## src/rtl/reset_pkg.sv

```systemverilog
// reset_pkg: shared sequencer state and reset-cause encodings for reset_sequencer.
package reset_pkg;
  typedef enum logic [1:0] {SEQ_HOLD, SEQ_RELEASE, SEQ_RUN} seqState_t;
  typedef enum logic [1:0] {CAUSE_POR = 2'b01, CAUSE_SW = 2'b10, CAUSE_WDT = 2'b11} resetCause_t;
  function automatic int unsigned max_u(input int unsigned a, input int unsigned b);
    return a > b ? a : b;
  endfunction
endpackage

```

## src/rtl/reset_watchdog.sv

```systemverilog
// reset_watchdog: free-running RUN-state watchdog; expire fires when the counter saturates unkicked.
module reset_watchdog #(
  parameter int WDT_WIDTH = 24
) (
  input  logic clk,
  input  logic reset,
  input  logic run,
  input  logic kick,
  output logic expire
);
  logic [WDT_WIDTH-1:0] wdt_q;
  always_ff @(posedge clk) begin
    if (reset || !run || kick) wdt_q <= '0;
    else wdt_q <= wdt_q + 1'b1;
  end
  assign expire = run && !kick && (wdt_q == '1);
endmodule

```

## src/rtl/reset_sequencer.sv

```systemverilog
// reset_sequencer: holds STAGES resets, then releases them in index order with a fixed gap.
// Optional watchdog restart is enabled by defining RESET_SEQ_WATCHDOG_EN.
module reset_sequencer
  import reset_pkg::*;
#(
  parameter int STAGES      = 4,
  parameter int HOLD_CYCLES = 64,
  parameter int STAGE_DELAY = 16,
  parameter int WDT_WIDTH   = 24
) (
  input  logic              clk,
  input  logic              reset,
  input  logic              swResetReq,
  input  logic              wdtKick,
  output logic [STAGES-1:0] resetOut,
  output logic              ready,
  output logic [1:0]        resetCause
);
  localparam int CW = $clog2(max_u(HOLD_CYCLES, STAGE_DELAY) + 1);
  localparam int IW = STAGES > 1 ? $clog2(STAGES) : 1;
  seqState_t         state_q;
  logic [CW-1:0]     cnt_q;
  logic [IW-1:0]     idx_q;
  logic [STAGES-1:0] out_q;
  logic              ready_q;
  resetCause_t       cause_q;
  logic              expire;
`ifdef RESET_SEQ_WATCHDOG_EN
  reset_watchdog #(.WDT_WIDTH(WDT_WIDTH)) u_wdt (
    .clk   (clk),
    .reset (reset),
    .run   (state_q == SEQ_RUN),
    .kick  (wdtKick),
    .expire(expire)
  );
`else
  logic [WDT_WIDTH-1:0] unused_wdt;
  assign unused_wdt = {WDT_WIDTH{wdtKick}};
  assign expire = 1'b0;
`endif
  // Restart request wins over watchdog expiry on the same cycle.
  always_ff @(posedge clk) begin
    if (reset || swResetReq || expire) begin
      state_q <= SEQ_HOLD;
      cnt_q   <= '0;
      idx_q   <= '0;
      out_q   <= '1;
      ready_q <= 1'b0;
      cause_q <= reset ? CAUSE_POR : swResetReq ? CAUSE_SW : CAUSE_WDT;
    end else if (state_q == SEQ_HOLD) begin
      cnt_q <= cnt_q == CW'(HOLD_CYCLES - 1) ? '0 : cnt_q + 1'b1;
      if (cnt_q == CW'(HOLD_CYCLES - 1)) begin
        state_q <= SEQ_RELEASE;
        idx_q   <= '0;
      end
    end else if (state_q == SEQ_RELEASE) begin
      cnt_q <= cnt_q == CW'(STAGE_DELAY - 1) ? '0 : cnt_q + 1'b1;
      if (cnt_q == CW'(STAGE_DELAY - 1)) begin
        out_q <= out_q << 1;
        if (idx_q == IW'(STAGES - 1)) begin
          state_q <= SEQ_RUN;
          ready_q <= 1'b1;
        end else idx_q <= idx_q + 1'b1;
      end
    end
  end
  assign resetOut   = out_q;
  assign ready      = ready_q;
  assign resetCause = cause_q;
endmodule

```

## config.mk

```make
export PLATFORM = sky130hd
export DESIGN_NAME = reset_sequencer
export DESIGN_NICKNAME = d
export VERILOG_FILES = /design/src/rtl/reset_pkg.sv /design/src/rtl/reset_watchdog.sv /design/src/rtl/reset_sequencer.sv
export SDC_FILE = /design/constraint.sdc
export NUM_CORES = 1
export LEC_CHECK = 0
export BUFFER_PORTS_ARGS = -buffer_cell sky130_fd_sc_hd__buf_2
export CORE_UTILIZATION = 35
export DETAILED_ROUTE_END_ITERATION = 10
export GPL_TIMING_DRIVEN = 0
export RECOVER_POWER = 50
export SYNTH_ARGS = -nofsm -noshare
export SYNTH_HDL_FRONTEND = slang
export SYNTH_HIERARCHICAL = 1
export SYNTH_SLANG_ARGS = --single-unit
```

## constraint.sdc

```tcl
create_clock -name clk -period 1.7 [get_ports clk]
set_input_delay 0.085 -clock clk [delete_from_list [all_inputs] [get_ports clk]]
set_output_delay 0.085 -clock clk [all_outputs]
set_load 0.03 [all_outputs]
```

# After elaboration in Yosys (flattened, before gate mapping)
# Index checks and enable logic that the tools add are counted.
# word_totals
register_bits,18
latch_bits,0
mem_bits_rw,0
mem_bits_ro,0
input_bits,4
memories,0
# op_classes
add_sub_neg,2
multipliers,0
n_div,0
magnitude_cmp,0
n_eq_ne,6
shifts,0
muxes,15
bitwise,1
reduce_logical,9
# op_table
cell,count
2-to-1 mux 7 bit,4
2-to-1 mux 2 bit,10
AND reduction 4 bit,3
adder 7 x 1 -> 7 bit (second input constant),1
equality test 7 x 4 -> 1 bit (second input constant),1
equality test 7 x 6 -> 1 bit (second input constant),1
nonzero test 2 bit,3
AND reduction 3 bit,1
adder 2 x 1 -> 2 bit (second input constant),1
equality test 2 x 1 -> 1 bit (second input constant),1
equality test 2 bit (second input constant),1
logical NOT 2 bit,1
!= test 2 x 1 -> 1 bit (second input constant),1
!= test 2 bit (second input constant),1
logical OR 1 bit,1
2-to-1 mux 1 bit,1
NOT 1 bit,1

# Logic depth before layout (Yosys ltp)
# Gate-level depths: netlist (run 1).
# logic_depth
ltp_word,5
depth_mapped,5
ltp_nobuf,4

# Worst setup path before layout (run 1)
# Ideal clock, no wire load.
# synth_path
kind,reg-to-reg
start,reg idx_q[0]
end,reg idx_q[1]
setup_ns,0.075
arrival_ns,1.547
required_ns,1.625
slack_ns,0.078
path_stages_with_launch,5
path_buffers,0
period_less_slack_ns,1.622
path_cell_list,dfxtp_1 ha_1 or4b_4 or4_1 a31oi_1
# synth_between
elab_chain_cells,5
# synth_lines
item,line_no,source
start: declaration,reset_sequencer.sv:23,logic [IW-1:0] idx_q;
start signal: assignment,reset_sequencer.sv:63,end else idx_q <= idx_q + 1'b1;
adder 2 x 1 -> 2 bit,reset_sequencer.sv:63,
2-to-1 mux 2 bit,reset_sequencer.sv:60,if (idx_q == IW'(STAGES - 1)) begin
2-to-1 mux 2 bit,reset_sequencer.sv:58,if (cnt_q == CW'(STAGE_DELAY - 1)) begin
2-to-1 mux 2 bit,reset_sequencer.sv:56,end else if (state_q == SEQ_RELEASE) begin
2-to-1 mux 2 bit,reset_sequencer.sv:50,end else if (state_q == SEQ_HOLD) begin
# Several ways; a longest one is shown, not always the timed one. The select of a mux whose other input is x is not followed.
# A chain may end at the register's enable or synchronous reset.

# Worst setup path after layout (run 1)
# layout_path
start,reg idx_q[0]
end,reg idx_q[0]
# Same word-level chain as after synthesis.

==> results.json, run 1 <==
{
  "grt_max_degree": 12,
  "crit_required_ps": 1930,
  "synth_area_leaders": "dfxtp_1, edfxtp_1, mux2i_1",
  "regToRegSetupSlack_ps": 60,
  "num_vias": 629,
  "ctsHoldBuffers": 0,
  "synth-seq-cells": 18,
  "synth_edf_count": 2,
  "grt_pass1_wl_um": 2250,
  "use_met1_pct": 16.0,
  "path_cells": "ha_2 -> or4b_4 -> or4_1 -> a31oi_1",
  "yosysMostFrequentCell": "dfxtp_1",
  "fin_nets": 102,
  "drtIter0Drc": 16,
  "routedWlPerCell_um": 11.2,
  "cp_max_fo": 4,
  "track_usage_pct": 12.2,
  "use_met3_pct": 1.85,
  "slowest_delay_ps": 490,
  "first_global_vias": 518,
  "pin_count": 11,
  "antenna_found_initial": 0,
  "min-delay-start": "swResetReq",
  "clk_latency_ps": 300,
  "yosys.cell_types.count": 30,
  "path_buf_inv": 0,
  "start_util_pct": 38.9,
  "synth.avg_cell_area_um2": 9.81,
  "yosysTopAreaCell": "dfxtp_1",
  "whs_endpoint": "resetCause[0]$_SDFFCE_PP1P_",
  "route.detailed.drc": 0,
  "max_slew.worst_pin.slew_ps": 507,
  "max_freq_mhz": 609,
  "synth_nets": 87,
  "powerDensity_nw_per_um2": 752,
  "drive_gt1_share_pct": 15.8,
  "min_path_cells": 2,
  "p_int_uw": 530,
  "slew_violations": 0,
  "clock_sinks": 18,
  "p_leak_uw": 0.000305,
  "grt-busiest-layer": "met2",
  "cts-root-buf": "clkbuf_4",
  "use_met2_pct": 17.6,
  "gp_congestion": 0.764,
  "ys_warn_count": 6,
  "r2r_end": "idx_q[0]$_SDFFE_PP0P_",
  "clkTransAtPathRegs_ps": 100,
  "fp.dieH_um": 49.6,
  "p_comb_share_pct": 4.3,
  "timing.final.crit_share_pct": 96.5,
  "h-tree-depth": 1,
  "hold_path.class": "in -> reg",
  "status": "finished clean",
  "ff2ff_path_depth": 4,
  "cp_slowest_cell": "or4b_4",
  "syn_area_um2": 795,
  "yosysTopAreaCellShare_pct": 40.3,
  "critPathLaunch": "idx_q[0]$_SDFFE_PP0P_",
  "cp_top_family": "simple AND/OR/NAND/NOR gates",
  "gr-total-overflow": 0,
  "switching_share_pct": 23.1,
  "p_seq_share_pct": 63.7,
  "io_buffers": 9,
  "maxSlewHeadroom_pct": 66.2,
  "crit_arrival_ps": 1870,
  "p_clk_share_pct": 31.9,
  "timing.max_cap.violations": 0,
  "die_area_um2": 2460,
  "postLayoutCoreUtil_pct": 44.9,
  "async_reset_ff_share_pct": 0,
  "finalWorstSetupSlack_ps": 59.3,
  "yosysSeqAreaShare_pct": 47.9,
  "dpl.hpwl_um": 988,
  "area_growth_pct": 15.3,
  "fin_crit_ps": 1640,
  "cts_inserted_buffers": 3,
  "first_pass_iters": 4,
  "die_w_um": 49.6,
  "setup_viol": 0,
  "drtAntennaViolNets": 0,
  "syn_inst": 81,
  "clockBufferDepth": 2,
  "hold_viol": 0,
  "critPathCaptureType": "register",
  "fin_skew_ps": 3.85,
  "power_switching_uw": 159,
  "vias_per_cell": 5.16,
  "vdd.ir_drop.worst_uv": 545,
  "reg2reg_from": "idx_q[0]$_SDFFE_PP0P_",
  "finalWirelength_um": 1370,
  "rsz0062_at_grt": "false",
  "crit_type": "reg -> reg",
  "fp.coreArea_um2": 2040,
  "crit_path_start_kind": "register",
  "yosys_most_used_dff": "dfxtp_1",
  "synth_commonest_cells": "dfxtp_1, nor2_1, inv_1, o21ai_0, mux2i_1",
  "place_ws_ps": -4.39,
  "cts_tree": "done",
  "num_antenna_cells": 0,
  "rows": 16
}
==> cell type report <==
cell class | count | area, um^2
Multi-Input combinational cell | 54 | 394
Sequential cell | 18 | 383
Tap cell | 27 | 33.8
Buffer | 3 | 12.5
Clock inverter | 1 | 3.75
Timing Repair Buffer | 10 | 43.8
Inverter | 6 | 22.5
Clock buffer | 3 | 22.5
Fill cell | 227 | 1130
==> cell families after synthesis <==
kind of cell	synth area share, %
AND/OR/NAND/NOR	20.8
flip-flops	47.9
AO/OA/AOI/OAI	14.5
buffers and inverters	4.25
XOR/XNOR	4.41
multiplexers	5.04
adder cells (fa/ha/maj)	3.15
==> cell usage in the layout, fill, tap and decap left out, types with 3 or more instances in the layout <==
cell	synthesis	routed
nor2_1	7	7
nor3_1	3	3
xor2_1	3	3
clkbuf_1	3	9
nand2_1	3	3
mux2i_1	4	4
inv_1	6	6
buf_2	0	3
clkbuf_4	0	3
o21ai_0	6	6
or4_1	3	3
dfxtp_1	16	14
==> routing by layer <==
| metal | part of all wire, % | vias up |
|---|---|---|
| met2 | 43 | 18 |
| li1 | - | 324 |
| met3 | 5.0 | 7 |
| met4 | 3.7 | 0 |
| met1 | 48 | 280 |
| met5 | 0 | - |
==> stage by stage <==
stage | power, uW | setup TNS [ps] | instance area, um^2 | hold WS, ps | std cells
floorplan | 470 | 0 | 795 | 222 | 81
global route | 713 | 0 | 916 | 41.4 | 122
finish | 689 | 0 | 916 | 36.0 | 122
global placement | 479 | 0 | 873 | 340 | 117
detailed placement | 480 | -4.39 | 873 | 347 | 117
CTS | 698 | 0 | 908 | 32.4 | 121
==> worst max path at each step <==
stage / to / depth (start not counted)
detailed placement: idx_q[0]$_SDFFE_PP0P_ / 4
global route: idx_q[0]$_SDFFE_PP0P_ / 4
CTS: idx_q[0]$_SDFFE_PP0P_ / 4
global placement: idx_q[0]$_SDFFE_PP0P_ / 4
floorplan: idx_q[1]$_SDFFE_PP0P_ / 4
finish: idx_q[0]$_SDFFE_PP0P_ / 4
==> registers in the layout, summed over array words and instances (netlist names) <==
register,count
cnt_q,7
idx_q,2
ready,1
resetCause,2
resetOut,4
state_q,2
==> power groups by stage <==
stage                     Clock (uW)  Combinational [uW]  Sequential, uW
after floorplan                    0                12.2             458
after global placement             0                31.0             448
after detailed placement           0                31.8             449
after CTS                        227                31.8             439
after global routing             240                33.2             439
final                            220                29.9             439
==> timing repair <==
action                     CTS  global route
gates resized for setup      3             5
buffers inserted             0             1
gates cloned                 0             0
pin swaps                    0             2
setup endpoints to repair    5             7
Power figures use the tool's default switching activity.
==> inputs of run 2 (changes only) <==
- SETUP_SLACK_MARGIN: unset -> 0.4
==> run 2 against run 1 <==
  * Combinational power is 17% higher
  * Power is 0.86% higher
  * Flip-flop and latch count stayed put
  * Design area is 15% higher
  * Sequential power hardly changed
==> results.json, run 2 (synthesis gave the netlist of run 1 again) <==
{
  "status": "finished clean",
  "first_global_vias": 688,
  "postLayoutCoreUtil_pct": 51.7,
  "pin_count": 11,
  "switching_share_pct": 22.4,
  "crit_type": "reg -> reg",
  "rows": 16,
  "max_freq_mhz": 616,
  "hold_path.class": "in -> reg",
  "cp_max_fo": 4,
  "io_buffers": 9,
  "num_vias": 693,
  "crit_arrival_ps": 1850,
  "clock_sinks": 18,
  "vias_per_cell": 5.29,
  "critPathCaptureType": "register",
  "track_usage_pct": 16.1,
  "p_leak_uw": 0.000363,
  "gr-total-overflow": 0,
  "nFillCells": 202,
  "fin_crit_ps": 1620,
  "antenna_found_initial": 0,
  "gp_congestion": 0.755,
  "p_clk_share_pct": 31.7,
  "route.detailed.drc": 0,
  "final_cell_area_um2": 1050,
  "slew_violations": 0,
  "p_seq_share_pct": 63.3,
  "start_util_pct": 38.9,
  "num_antenna_cells": 0,
  "drive_gt1_share_pct": 28.8,
  "dpl.hpwl_um": 1040,
  "place_ws_ps": 76.5,
  "clk_latency_ps": 290,
  "finalWirelength_um": 1710,
  "fp.dieH_um": 49.6,
  "cts_tree": "done",
  "p_comb_share_pct": 5.0,
  "grt_max_degree": 12,
  "fin_nets": 111,
  "powerDensity_nw_per_um2": 658,
  "clockBufferDepth": 2,
  "power_switching_uw": 156,
  "crit_path_start_kind": "register",
  "final_common_cell": "clkbuf_1",
  "die_area_um2": 2460,
  "fp.coreArea_um2": 2040,
  "finalWorstSetupSlack_ps": 77.4,
  "cts_inserted_buffers": 3,
  "regMostFlops": "cnt_q",
  "maxSlewHeadroom_pct": 62.0,
  "clkTransAtPathRegs_ps": 110,
  "setup_viol": 0,
  "drtAntennaViolNets": 0,
  "timing.final.crit_share_pct": 95.4,
  "routedWlPerCell_um": 13.1,
  "layout_common_cells": "clkbuf_1, dfxtp_2, dfxtp_1",
  "grt_pass1_wl_um": 2970,
  "p_int_uw": 539,
  "cts-root-buf": "clkbuf_4",
  "ff2ff_path_depth": 4,
  "max_slew.worst_pin.slew_ps": 570,
  "die_w_um": 49.6,
  "holdWs_ps": 23.6,
  "crit_required_ps": 1920,
  "drtIter0Drc": 9,
  "fin_skew_ps": 11.0,
  "timing.max_cap.violations": 0,
  "h-tree-depth": 1,
  "area_growth_pct": 32.8,
  "rsz0062_at_grt": "true",
  "vdd.ir_drop.worst_uv": 595,
  "min_path_cells": 2,
  "largest_reg_flops": 7,
  "hold_viol": 0,
  "first_pass_iters": 4,
  "placed_area_um2": 915
}
[run 2: cell count changes in the layout (fill, tap and decap cells not counted), sizes merged]
cell    change
clkinv      -1
clkbuf      +3
buf         +7
[run 2: timing repair]
item,CTS,global route
buffers inserted,10,0
resized for setup,10,4
hold buffers,0,0
pin swaps,1,4
endpoints found under the setup margin,14,15
[run 2: path summary, 6_finish.rpt]
| kind | from | end | slack [ps] |
|---|---|---|---|
| worst max register to register | idx_q[1]$_SDFFE_PP0P_ | idx_q[1]$_SDFFE_PP0P_ | 80 |
| worst max-delay path | idx_q[1]$_SDFFE_PP0P_ | idx_q[1]$_SDFFE_PP0P_ | 80 |
| worst min register to register | resetOut[0]$_SDFFE_PP1P_ | resetOut[0]$_SDFFE_PP1P_ | 480 |
| worst min-delay path | swResetReq | resetCause[0]$_SDFFCE_PP1P_ | 20 |
[run 2: power groups by stage]
stage          clock network (uW)  logic [uW]  registers [uW]
6_report                      220        34.9             439
3_5_place_dp                    0        33.1             450
3_3_place_gp                    0        32.1             450
4_1_cts                       232        37.1             439
5_1_grt                       248        39.7             440
2_1_floorplan                   0        12.7             459
[run 2: cell type report]
| class | instances | area [um^2] | area share, % |
|---|---|---|---|
| Inverter | 6 | 22.5 | 2.14 |
| Buffer | 3 | 21.3 | 2.02 |
| Timing Repair Buffer | 19 | 134 | 12.7 |
| Multi-Input combinational cell | 54 | 427 | 40.5 |
| Clock buffer | 4 | 26.3 | 2.49 |
| Tap cell | 27 | 33.8 | 3.20 |
| Sequential cell | 18 | 390 | 37.0 |
[run 2: critical path, stage by stage (launching register included)]
cell and delay, ps:
dfxtp_2 350, ha_4 160, or4b_4 500, or4_1 420, a31oi_1 130
[run 2: metrics by stage]
step                      std cells  total power (uW)  TNS [ps]
after floorplan                  81               472         0
after global placement          117               482         0
after detailed placement        117               483         0
after CTS                       131               708         0
after global routing            131               728     -2.13
final                           131               694         0
[run 2: per-layer routing]
| metal | wire length [um] | part of all wire (%) | track usage (%) |
|---|---|---|---|
| met1 | 774 | 45 | 19.1 |
| met5 | 0 | 0 | 0 |
| met4 | 28 | 1.6 | 4.76 |
| met2 | 849 | 50 | 26.4 |
| met3 | 62 | 3.6 | 6.48 |
